$ cat src/rtl/ci_master_sequencer.sv
// Custom-instruction initiator: queues {ciN, valueA, valueB} commands, issues them one at a
// time to a CI slave, and returns results (or timeout markers) in order through a response FIFO.
module ci_master_sequencer #(
    parameter int CMD_DEPTH = 4,
    parameter int RSP_DEPTH = 4,
    parameter int TIMEOUT   = 1024
) (
    input  logic        i_clk,
    input  logic        i_rst_n,
    input  logic        i_cmd_valid,
    output logic        o_cmd_ready,
    input  logic [7:0]  i_cmd_ciN,
    input  logic [31:0] i_cmd_valueA,
    input  logic [31:0] i_cmd_valueB,
    output logic        o_rsp_valid,
    input  logic        i_rsp_ready,
    output logic [31:0] o_rsp_result,
    output logic        o_rsp_timeout,
    output logic        o_ci_start,
    output logic [7:0]  o_ci_ciN,
    output logic [31:0] o_ci_valueA,
    output logic [31:0] o_ci_valueB,
    input  logic [31:0] i_ci_result,
    input  logic        i_ci_done,
    output logic        o_busy,
    output logic        o_error_sticky,
    input  logic        i_clear_error
);

    localparam int CAW = $clog2(CMD_DEPTH);
    localparam int RAW = $clog2(RSP_DEPTH);
    localparam int CW  = (TIMEOUT > 1) ? $clog2(TIMEOUT) : 1;
    localparam logic [CW-1:0]  TO_LAST = CW'((TIMEOUT > 0) ? TIMEOUT - 1 : 0);
    localparam logic [CW-1:0]  CNT_ONE = 1;
    localparam logic [CAW:0]   CMD_INC = 1;
    localparam logic [RAW:0]   RSP_INC = 1;

    typedef enum logic [1:0] {S_IDLE, S_ISSUE, S_WAIT} state_t;

    state_t        r_state, w_next;
    logic [71:0]   r_cmd_mem [CMD_DEPTH];
    logic [CAW:0]  r_cmd_wr, r_cmd_rd;
    logic [32:0]   r_rsp_mem [RSP_DEPTH];
    logic [RAW:0]  r_rsp_wr, r_rsp_rd;
    logic [CW-1:0] r_cnt;
    logic [7:0]    r_ci_ciN;
    logic [31:0]   r_ci_valueA, r_ci_valueB;
    logic          r_error;

    logic        w_cmd_empty, w_cmd_full, w_cmd_push, w_cmd_pop;
    logic        w_rsp_empty, w_rsp_full, w_rsp_push, w_rsp_pop;
    logic        w_can_issue, w_to_hit, w_set_err;
    logic [32:0] w_rsp_data;
    logic [71:0] w_cmd_head;
    logic [32:0] w_rsp_head;

    // Pointers carry one extra wrap bit so full and empty are distinguishable.
    assign w_cmd_empty = (r_cmd_wr == r_cmd_rd);
    assign w_cmd_full  = (r_cmd_wr[CAW] != r_cmd_rd[CAW]) && (r_cmd_wr[CAW-1:0] == r_cmd_rd[CAW-1:0]);
    assign w_rsp_empty = (r_rsp_wr == r_rsp_rd);
    assign w_rsp_full  = (r_rsp_wr[RAW] != r_rsp_rd[RAW]) && (r_rsp_wr[RAW-1:0] == r_rsp_rd[RAW-1:0]);

    assign w_cmd_push  = i_cmd_valid & ~w_cmd_full;
    assign w_rsp_pop   = i_rsp_ready & ~w_rsp_empty;
    assign w_cmd_head  = r_cmd_mem[r_cmd_rd[CAW-1:0]];
    assign w_rsp_head  = r_rsp_mem[r_rsp_rd[RAW-1:0]];

    // Reserving a response slot before issue means the response push can never block.
    assign w_can_issue = ~w_cmd_empty & ~w_rsp_full;
    assign w_to_hit    = (TIMEOUT != 0) && (r_cnt == TO_LAST);

    always_ff @(posedge i_clk or negedge i_rst_n) begin
        if (!i_rst_n) r_state <= S_IDLE;
        else          r_state <= w_next;
    end

    always_comb begin
        w_next = r_state;
        case (r_state)
            S_IDLE:  if (w_can_issue) w_next = S_ISSUE;
            S_ISSUE: w_next = i_ci_done ? S_IDLE : S_WAIT;
            S_WAIT:  if (i_ci_done || w_to_hit) w_next = S_IDLE;
            default: w_next = S_IDLE;
        endcase
    end

    always_comb begin
        w_cmd_pop  = 1'b0;
        w_rsp_push = 1'b0;
        w_set_err  = 1'b0;
        o_ci_start = 1'b0;
        o_busy     = 1'b0;
        w_rsp_data = {i_ci_result, 1'b0};
        case (r_state)
            S_IDLE:  w_cmd_pop = w_can_issue;
            S_ISSUE: begin
                o_ci_start = 1'b1;
                o_busy     = 1'b1;
                w_rsp_push = i_ci_done;
            end
            S_WAIT: begin
                o_busy = 1'b1;
                if (i_ci_done) begin
                    w_rsp_push = 1'b1;
                end else if (w_to_hit) begin
                    w_rsp_push = 1'b1;
                    w_set_err  = 1'b1;
                    w_rsp_data = {32'h0, 1'b1};
                end
            end
            default: ;
        endcase
    end

    always_ff @(posedge i_clk) begin
        if (w_cmd_push) r_cmd_mem[r_cmd_wr[CAW-1:0]] <= {i_cmd_ciN, i_cmd_valueA, i_cmd_valueB};
        if (w_rsp_push) r_rsp_mem[r_rsp_wr[RAW-1:0]] <= w_rsp_data;
    end

    always_ff @(posedge i_clk or negedge i_rst_n) begin
        if (!i_rst_n) begin
            r_cmd_wr    <= '0;
            r_cmd_rd    <= '0;
            r_rsp_wr    <= '0;
            r_rsp_rd    <= '0;
            r_cnt       <= '0;
            r_ci_ciN    <= '0;
            r_ci_valueA <= '0;
            r_ci_valueB <= '0;
            r_error     <= 1'b0;
        end else begin
            if (w_cmd_push) r_cmd_wr <= r_cmd_wr + CMD_INC;
            if (w_cmd_pop) begin
                r_cmd_rd    <= r_cmd_rd + CMD_INC;
                r_ci_ciN    <= w_cmd_head[71:64];
                r_ci_valueA <= w_cmd_head[63:32];
                r_ci_valueB <= w_cmd_head[31:0];
            end
            if (w_rsp_push) r_rsp_wr <= r_rsp_wr + RSP_INC;
            if (w_rsp_pop)  r_rsp_rd <= r_rsp_rd + RSP_INC;
            if (r_state == S_ISSUE)     r_cnt <= '0;
            else if (r_state == S_WAIT) r_cnt <= r_cnt + CNT_ONE;
            if (w_set_err)          r_error <= 1'b1;
            else if (i_clear_error) r_error <= 1'b0;
        end
    end

    assign o_cmd_ready    = ~w_cmd_full;
    assign o_rsp_valid    = ~w_rsp_empty;
    assign o_rsp_result   = w_rsp_empty ? 32'h0 : w_rsp_head[32:1];
    assign o_rsp_timeout  = ~w_rsp_empty & w_rsp_head[0];
    assign o_ci_ciN       = r_ci_ciN;
    assign o_ci_valueA    = r_ci_valueA;
    assign o_ci_valueB    = r_ci_valueB;
    assign o_error_sticky = r_error;

endmodule

$ cat config.mk
export PLATFORM = sky130hd
export DESIGN_NAME = ci_master_sequencer
export DESIGN_NICKNAME = d
export VERILOG_FILES = /design/src/rtl/ci_master_sequencer.sv
export SDC_FILE = /design/constraint.sdc
export NUM_CORES = 1
export LEC_CHECK = 0
export ABC_AREA = 1
export CORE_MARGIN = 8
export CORE_UTILIZATION = 53
export CTS_BUF_LIST = sky130_fd_sc_hd__clkbuf_8 sky130_fd_sc_hd__clkbuf_16
export DETAILED_ROUTE_END_ITERATION = 10
export DONT_BUFFER_PORTS = 1
export GPL_ROUTABILITY_DRIVEN = 0
export PLACE_DENSITY_LB_ADDON = 0.2
export SLEW_MARGIN = 20
export SYNTH_ARGS = -nofsm -noshare
export SYNTH_HDL_FRONTEND = slang
export SYNTH_SLANG_ARGS = --single-unit
$ cat constraint.sdc
create_clock -name i_clk -period 11.3 [get_ports i_clk]
set_input_delay 2.26 -clock i_clk [delete_from_list [all_inputs] [get_ports i_clk]]
set_output_delay 2.26 -clock i_clk [all_outputs]
set_load 0.01 [all_outputs]
Word level (Yosys, flattened, before mapping)
Memories as Yosys holds them, arrays and structs flattened. A register that Yosys moved wholly into a read port is not among the register bits. Cells that the tools add are included.

Memory bits (writable): 420. Output and inout port bits: 110. Latch bits: 0. Logic and storage cells: 66. Bits in read-only memories: 0. Memories: 2. Register bits after elaboration: 25.

Div/mod/pow operators: 0. Mux-type cells: 24. Eq/ne operators: 11. Shift operators: 0. Reduce and logical (&&, ||, !) cells: 9. Order comparisons: 0. Multipliers: 0. $add $sub $neg: 5. Bitwise logic cells: 8.

Memory list: r_cmd_mem (depth 4, bits a word 72, rd ports 1, clocked after Yosys merged registers in 1, write ports 1, RTL line 41) `logic [71:0] r_cmd_mem [CMD_DEPTH];`; r_rsp_mem (depth 4, bits a word 33, rd ports 1, clocked after Yosys merged registers in 0, write ports 1, RTL line 43) `logic [32:0] r_rsp_mem [RSP_DEPTH];`.

Operators by type and width (number): $mux W33 (3); $mux W32 (1); $mux W10 (2); $mux W1 (13); $add A3 B1 Y3 const B (4); $add A10 B1 Y10 const B (1); $eq A10 B10 Y1 const B (1); $eq A3 B3 Y1 (2); $mux W2 (3); $pmux W2 S3 (1); $and A1 B1 Y1 (4); $eq A2 B2 Y1 (2); $ne A2 B2 Y1 const B (2); $not A1 Y1 (4); $reduce_bool A2 Y1 (2); $eq A2 B1 Y1 const B (1); $eq A2 B2 Y1 const B (1); $logic_and A1 B1 Y1 (2); $logic_not A2 Y1 (1); $ne A1 B1 Y1 (2); $pmux W1 S2 (1); $reduce_and A2 Y1 (1); $reduce_or A2 Y1 (1); $logic_not A1 Y1 (1); $logic_or A1 B1 Y1 (1).

Depth between registers and ports, before layout
Depth after elaboration: 6. Gate-level depth with buffers: 10. Gate-level depth less buffers: 10.

Worst setup path before layout
Ideal clock, no wire load.

Path type: in2reg. Start point: in i_cmd_valid. End point: mem r_cmd_mem[3][0], enable pin. Path buffers: 0. Arrival: 5469 ps. Cell stages on the path: 2. Slack: 5326 ps. Setup time: 504 ps. Cells stage by stage: nand2_1 > nor2_1.

Cells in the longest elaborated chain, start to end: 3.

Ends and longest elaborated chain: start, declared (RTL line 10) `input logic i_cmd_valid,`; $and A1 B1 Y1 (RTL line 63) `assign w_cmd_push = i_cmd_valid & ~w_cmd_full;`; $mux W1 (RTL line 116) `if (w_cmd_push) r_cmd_mem[r_cmd_wr[CAW-1:0]] <= {i_cmd_ciN, i_cmd_valueA, i_cmd_valueB};`; $mux W1 (implied by the code) (RTL line 116); end, declared (RTL line 41).

Every way passes these cells.

Final worst setup path
Start point: reg r_rsp_rd[0]. End point: out o_rsp_result[10].

Cells in the longest elaborated chain, start to end: 2. Elaborated cells between the ends (all ways): 3. Those cells by class: eq/ne (1); mux (1); memory (1).

Ends and longest elaborated chain: start, declared (RTL line 44) `logic [RAW:0] r_rsp_wr, r_rsp_rd;`; start signal, assigned (RTL line 140) `if (w_rsp_pop) r_rsp_rd <= r_rsp_rd + RSP_INC;`; $mem_v2 Z4 W33 or $eq A3 B3 Y1 (tied branches); $mux W32 * (RTL line 150) `assign o_rsp_result = w_rsp_empty ? 32'h0 : w_rsp_head[32:1];`; end, declared (RTL line 17) `output logic [31:0] o_rsp_result,`.

Every way passes the cells marked *; elsewhere a longest branch is shown, timed or not.

==> impl_metrics.tcl <==
set metrics [dict create \
    clock_latency_ns 0.58 \
    row_count 71 \
    power.density_mw_per_mm2 285 \
    hold_ws_ns 0.498 \
    core_area_mm2 0.0376 \
    ant_nets 0 \
    synthesis.nets 1767 \
    start_kind "flop" \
    yosysSeqAreaShare 0.747 \
    worstSetupStartpoint "r_rsp_rd[0]" \
    place_ws_ns 6.84 \
    n_antenna_cell 0 \
    cts_sinks 517 \
    tns_ns 0 \
    ctsRootBufferMaster "clkbuf_16" \
    synthFlopType "edfxtp_1" \
    synth_edf_count 420 \
    cts_buffer_depth 3 \
    drt_iter0_markers 866 \
    clkTransAtPathRegs_ns 0.06 \
    period_needed_ns 5.00 \
    slew_viol_final 0 \
    avgViaCountPerCell 5.46 \
    start_util 0.536 \
    maxSlewHeadroom 0.302 \
    status "finished clean" \
    hold_viol_final 0 \
    wl_um 43400 \
    die_area_mm2 0.0445 \
    cts_tree "yes" \
    yosysWarnings 0 \
    grt_pass1_wl_um 67200 \
    critPathKind "reg2out" \
    die_w_um 211 \
    finClkSkew_ns 0.0193 \
    io_buffers 0 \
    syn_area_mm2 0.0201 \
    avgSynthCellArea_um2 12.3 \
    fp.dieH_um 211 \
    cts_buffers 51 \
    worstPathRequired_ns 9.04 \
    antenna_found_initial 0 \
    grt_max_degree 100 \
    tightest_slew_ns 1.05 \
    fin_ws_ns 6.30 \
    min_path_cells 1 \
    period_share 0.443 \
    reg2reg_from "r_cmd_rd[0]" \
    crit_path_max_fanout 68 \
    htreeDepth 2 \
    rsz0062_at_grt "no" \
    setup_viol 0 \
    reg2reg_depth 8 \
    cts_hold_buf 0 \
    drc_errors 0 \
    overflow 0 \
    grt_pass1_vias 11500 \
    drive_gt1_frac 0.0648 \
    whs_endpoint "r_cnt[5]" \
    min_from "r_cnt[5]" \
    netlist_instances 1643 \
    worst_ir_drop_vdd_uv 194 \
    fmaxAchievable_mhz 200 \
    post_cts_buffers 0 \
    p_leak_uw 0.00840 \
    fin_nets 1748 \
    timing.rr.end "r_cmd_rd[1]" \
    drtPass1Iterations 7 \
    wl_per_cell_um 19.9 \
    rrSetupSlack_ns 6.86 \
    via_count 11900 \
    synth_cell_types 30 \
    cp.arrival_ns 2.74 \
    grt_use_total 0.193 \
    ys_ff_latch 517 \
    drv_cap 0 \
    io_pins 220 \
    min_path_type "reg2reg" \
    cts_resized 0 \
    syn2layout_area_growth_pct 9.99 \
    end_kind "output port" \
    dp_hpwl_um 24400 \
    async_reset_ff_frac 0.188 \
]
==> how the worst max path moves through the flow <==
stage / slack, ns / cells after the start / end
floorplan: 5.33 / 2 / r_cmd_mem[3][0]
global placement: 6.93 / 8 / r_cmd_rd[1]
detailed placement: 6.84 / 8 / r_cmd_rd[1]
CTS: 6.31 / 7 / o_rsp_result[10]
global route: 6.03 / 7 / o_rsp_result[10]
finish: 6.30 / 7 / o_rsp_result[10]
==> kinds of logic after synthesis <==
family,Yosys count,synth area share
AOI/OAI and AO/OA,336,0.0904
buffers and inverters,188,0.0400
adders and majority gates,14,0.00870
xor gates and xnor gates,7,0.00304
DFF,517,0.747
and+or+nand+nor,581,0.111
==> cell usage after synthesis (2+ instances only) <==
cell type	number	share of area
a21oi_1	9	0.0022
buf_4	4	0.0015
inv_1	95	0.018
dfrtp_1	97	0.12
ha_1	14	0.0087
buf_2	25	0.0062
nand3b_1	2	0.00075
clkbuf_1	52	0.0097
edfxtp_1	420	0.63
nor2_1	266	0.050
o21ai_0	219	0.054
o22ai_1	105	0.033
buf_6	7	0.0039
xnor2_1	3	0.0013
nand3_1	5	0.0012
xor2_1	4	0.0017
nand2_1	301	0.056
inv_2	3	0.00056
==> stage by stage <==
stage               std cells  utilization  area (um2)  power (uW)
finish                   2178        0.589       22200        6300
global route             2178        0.589       22200        6730
CTS                      2178        0.589       22100        6390
detailed placement       2082        0.546       20500        4770
global placement         2082        0.546       20500        4710
floorplan                1643            -       20100        4250
==> layer usage <==
| layer | track usage | part of all wire | vias to the layer above |
|---|---|---|---|
| li1 | - | - | 5667 |
| met1 | 0.244 | 0.41 | 5799 |
| met2 | 0.313 | 0.48 | 363 |
| met3 | 0.0639 | 0.089 | 71 |
| met4 | 0.0644 | 0.024 | 0 |
| met5 | 0 | 0 | - |
==> power breakdown <==
part / total (uW) / switching [uW] / leakage [uW] / internal (uW)
combinational: 1860 / 1340 / 0.00250 / 515
clock: 1610 / 681 / 0.000880 / 930
sequential: 2830 / 310 / 0.00503 / 2520
total: 6300 / 2340 / 0.00840 / 3970
==> cells in the final DEF (no fill, tap or decap), drive strengths merged, types with 2 or more instances in the layout <==
master and n:
nor3 2, nand3 7, o21ai 219, edfxtp 420, nor2 266, o22ai 105, buf 17, bufinv 2
ha 14, xnor2 3, a21oi 9, dfrtp 97, nand3b 2, inv 120, clkinv 12, xor2 4
clkbuf 60, nand2 302
==> cell type report <==
| class | count | area [um2] |
|---|---|---|
| fillers | 3008 | 15400 |
| flip-flops and latches | 517 | 15000 |
| multi-input cells | 938 | 4330 |
| clock buffers | 60 | 1410 |
| well taps | 511 | 639 |
| inverters | 99 | 375 |
| clock inverters | 36 | 216 |
| repair buffers | 17 | 128 |
==> sequential cells by signal, indices dropped and copies added, names as in the netlist <==
register        count
r_cnt              10
r_state             2
r_rsp_wr            3
r_cmd_rd            3
o_ci_valueB        32
o_ci_ciN            8
r_cmd_wr            3
r_rsp_mem         132
r_rsp_rd            3
o_error_sticky      1
r_cmd_mem         288
o_ci_valueA        32
==> critical path, stage by stage, from the launching register on <==
cell and delay, ns:
dfrtp_2 0.36, clkinv_2 0.67, nand2_1 0.27, nand2_1 0.10, nand4_1 0.09, buf_4 0.38, nand2_1 0.14, inv_1 0.13
No activity file was read; power rests on OpenSTA's default activity.
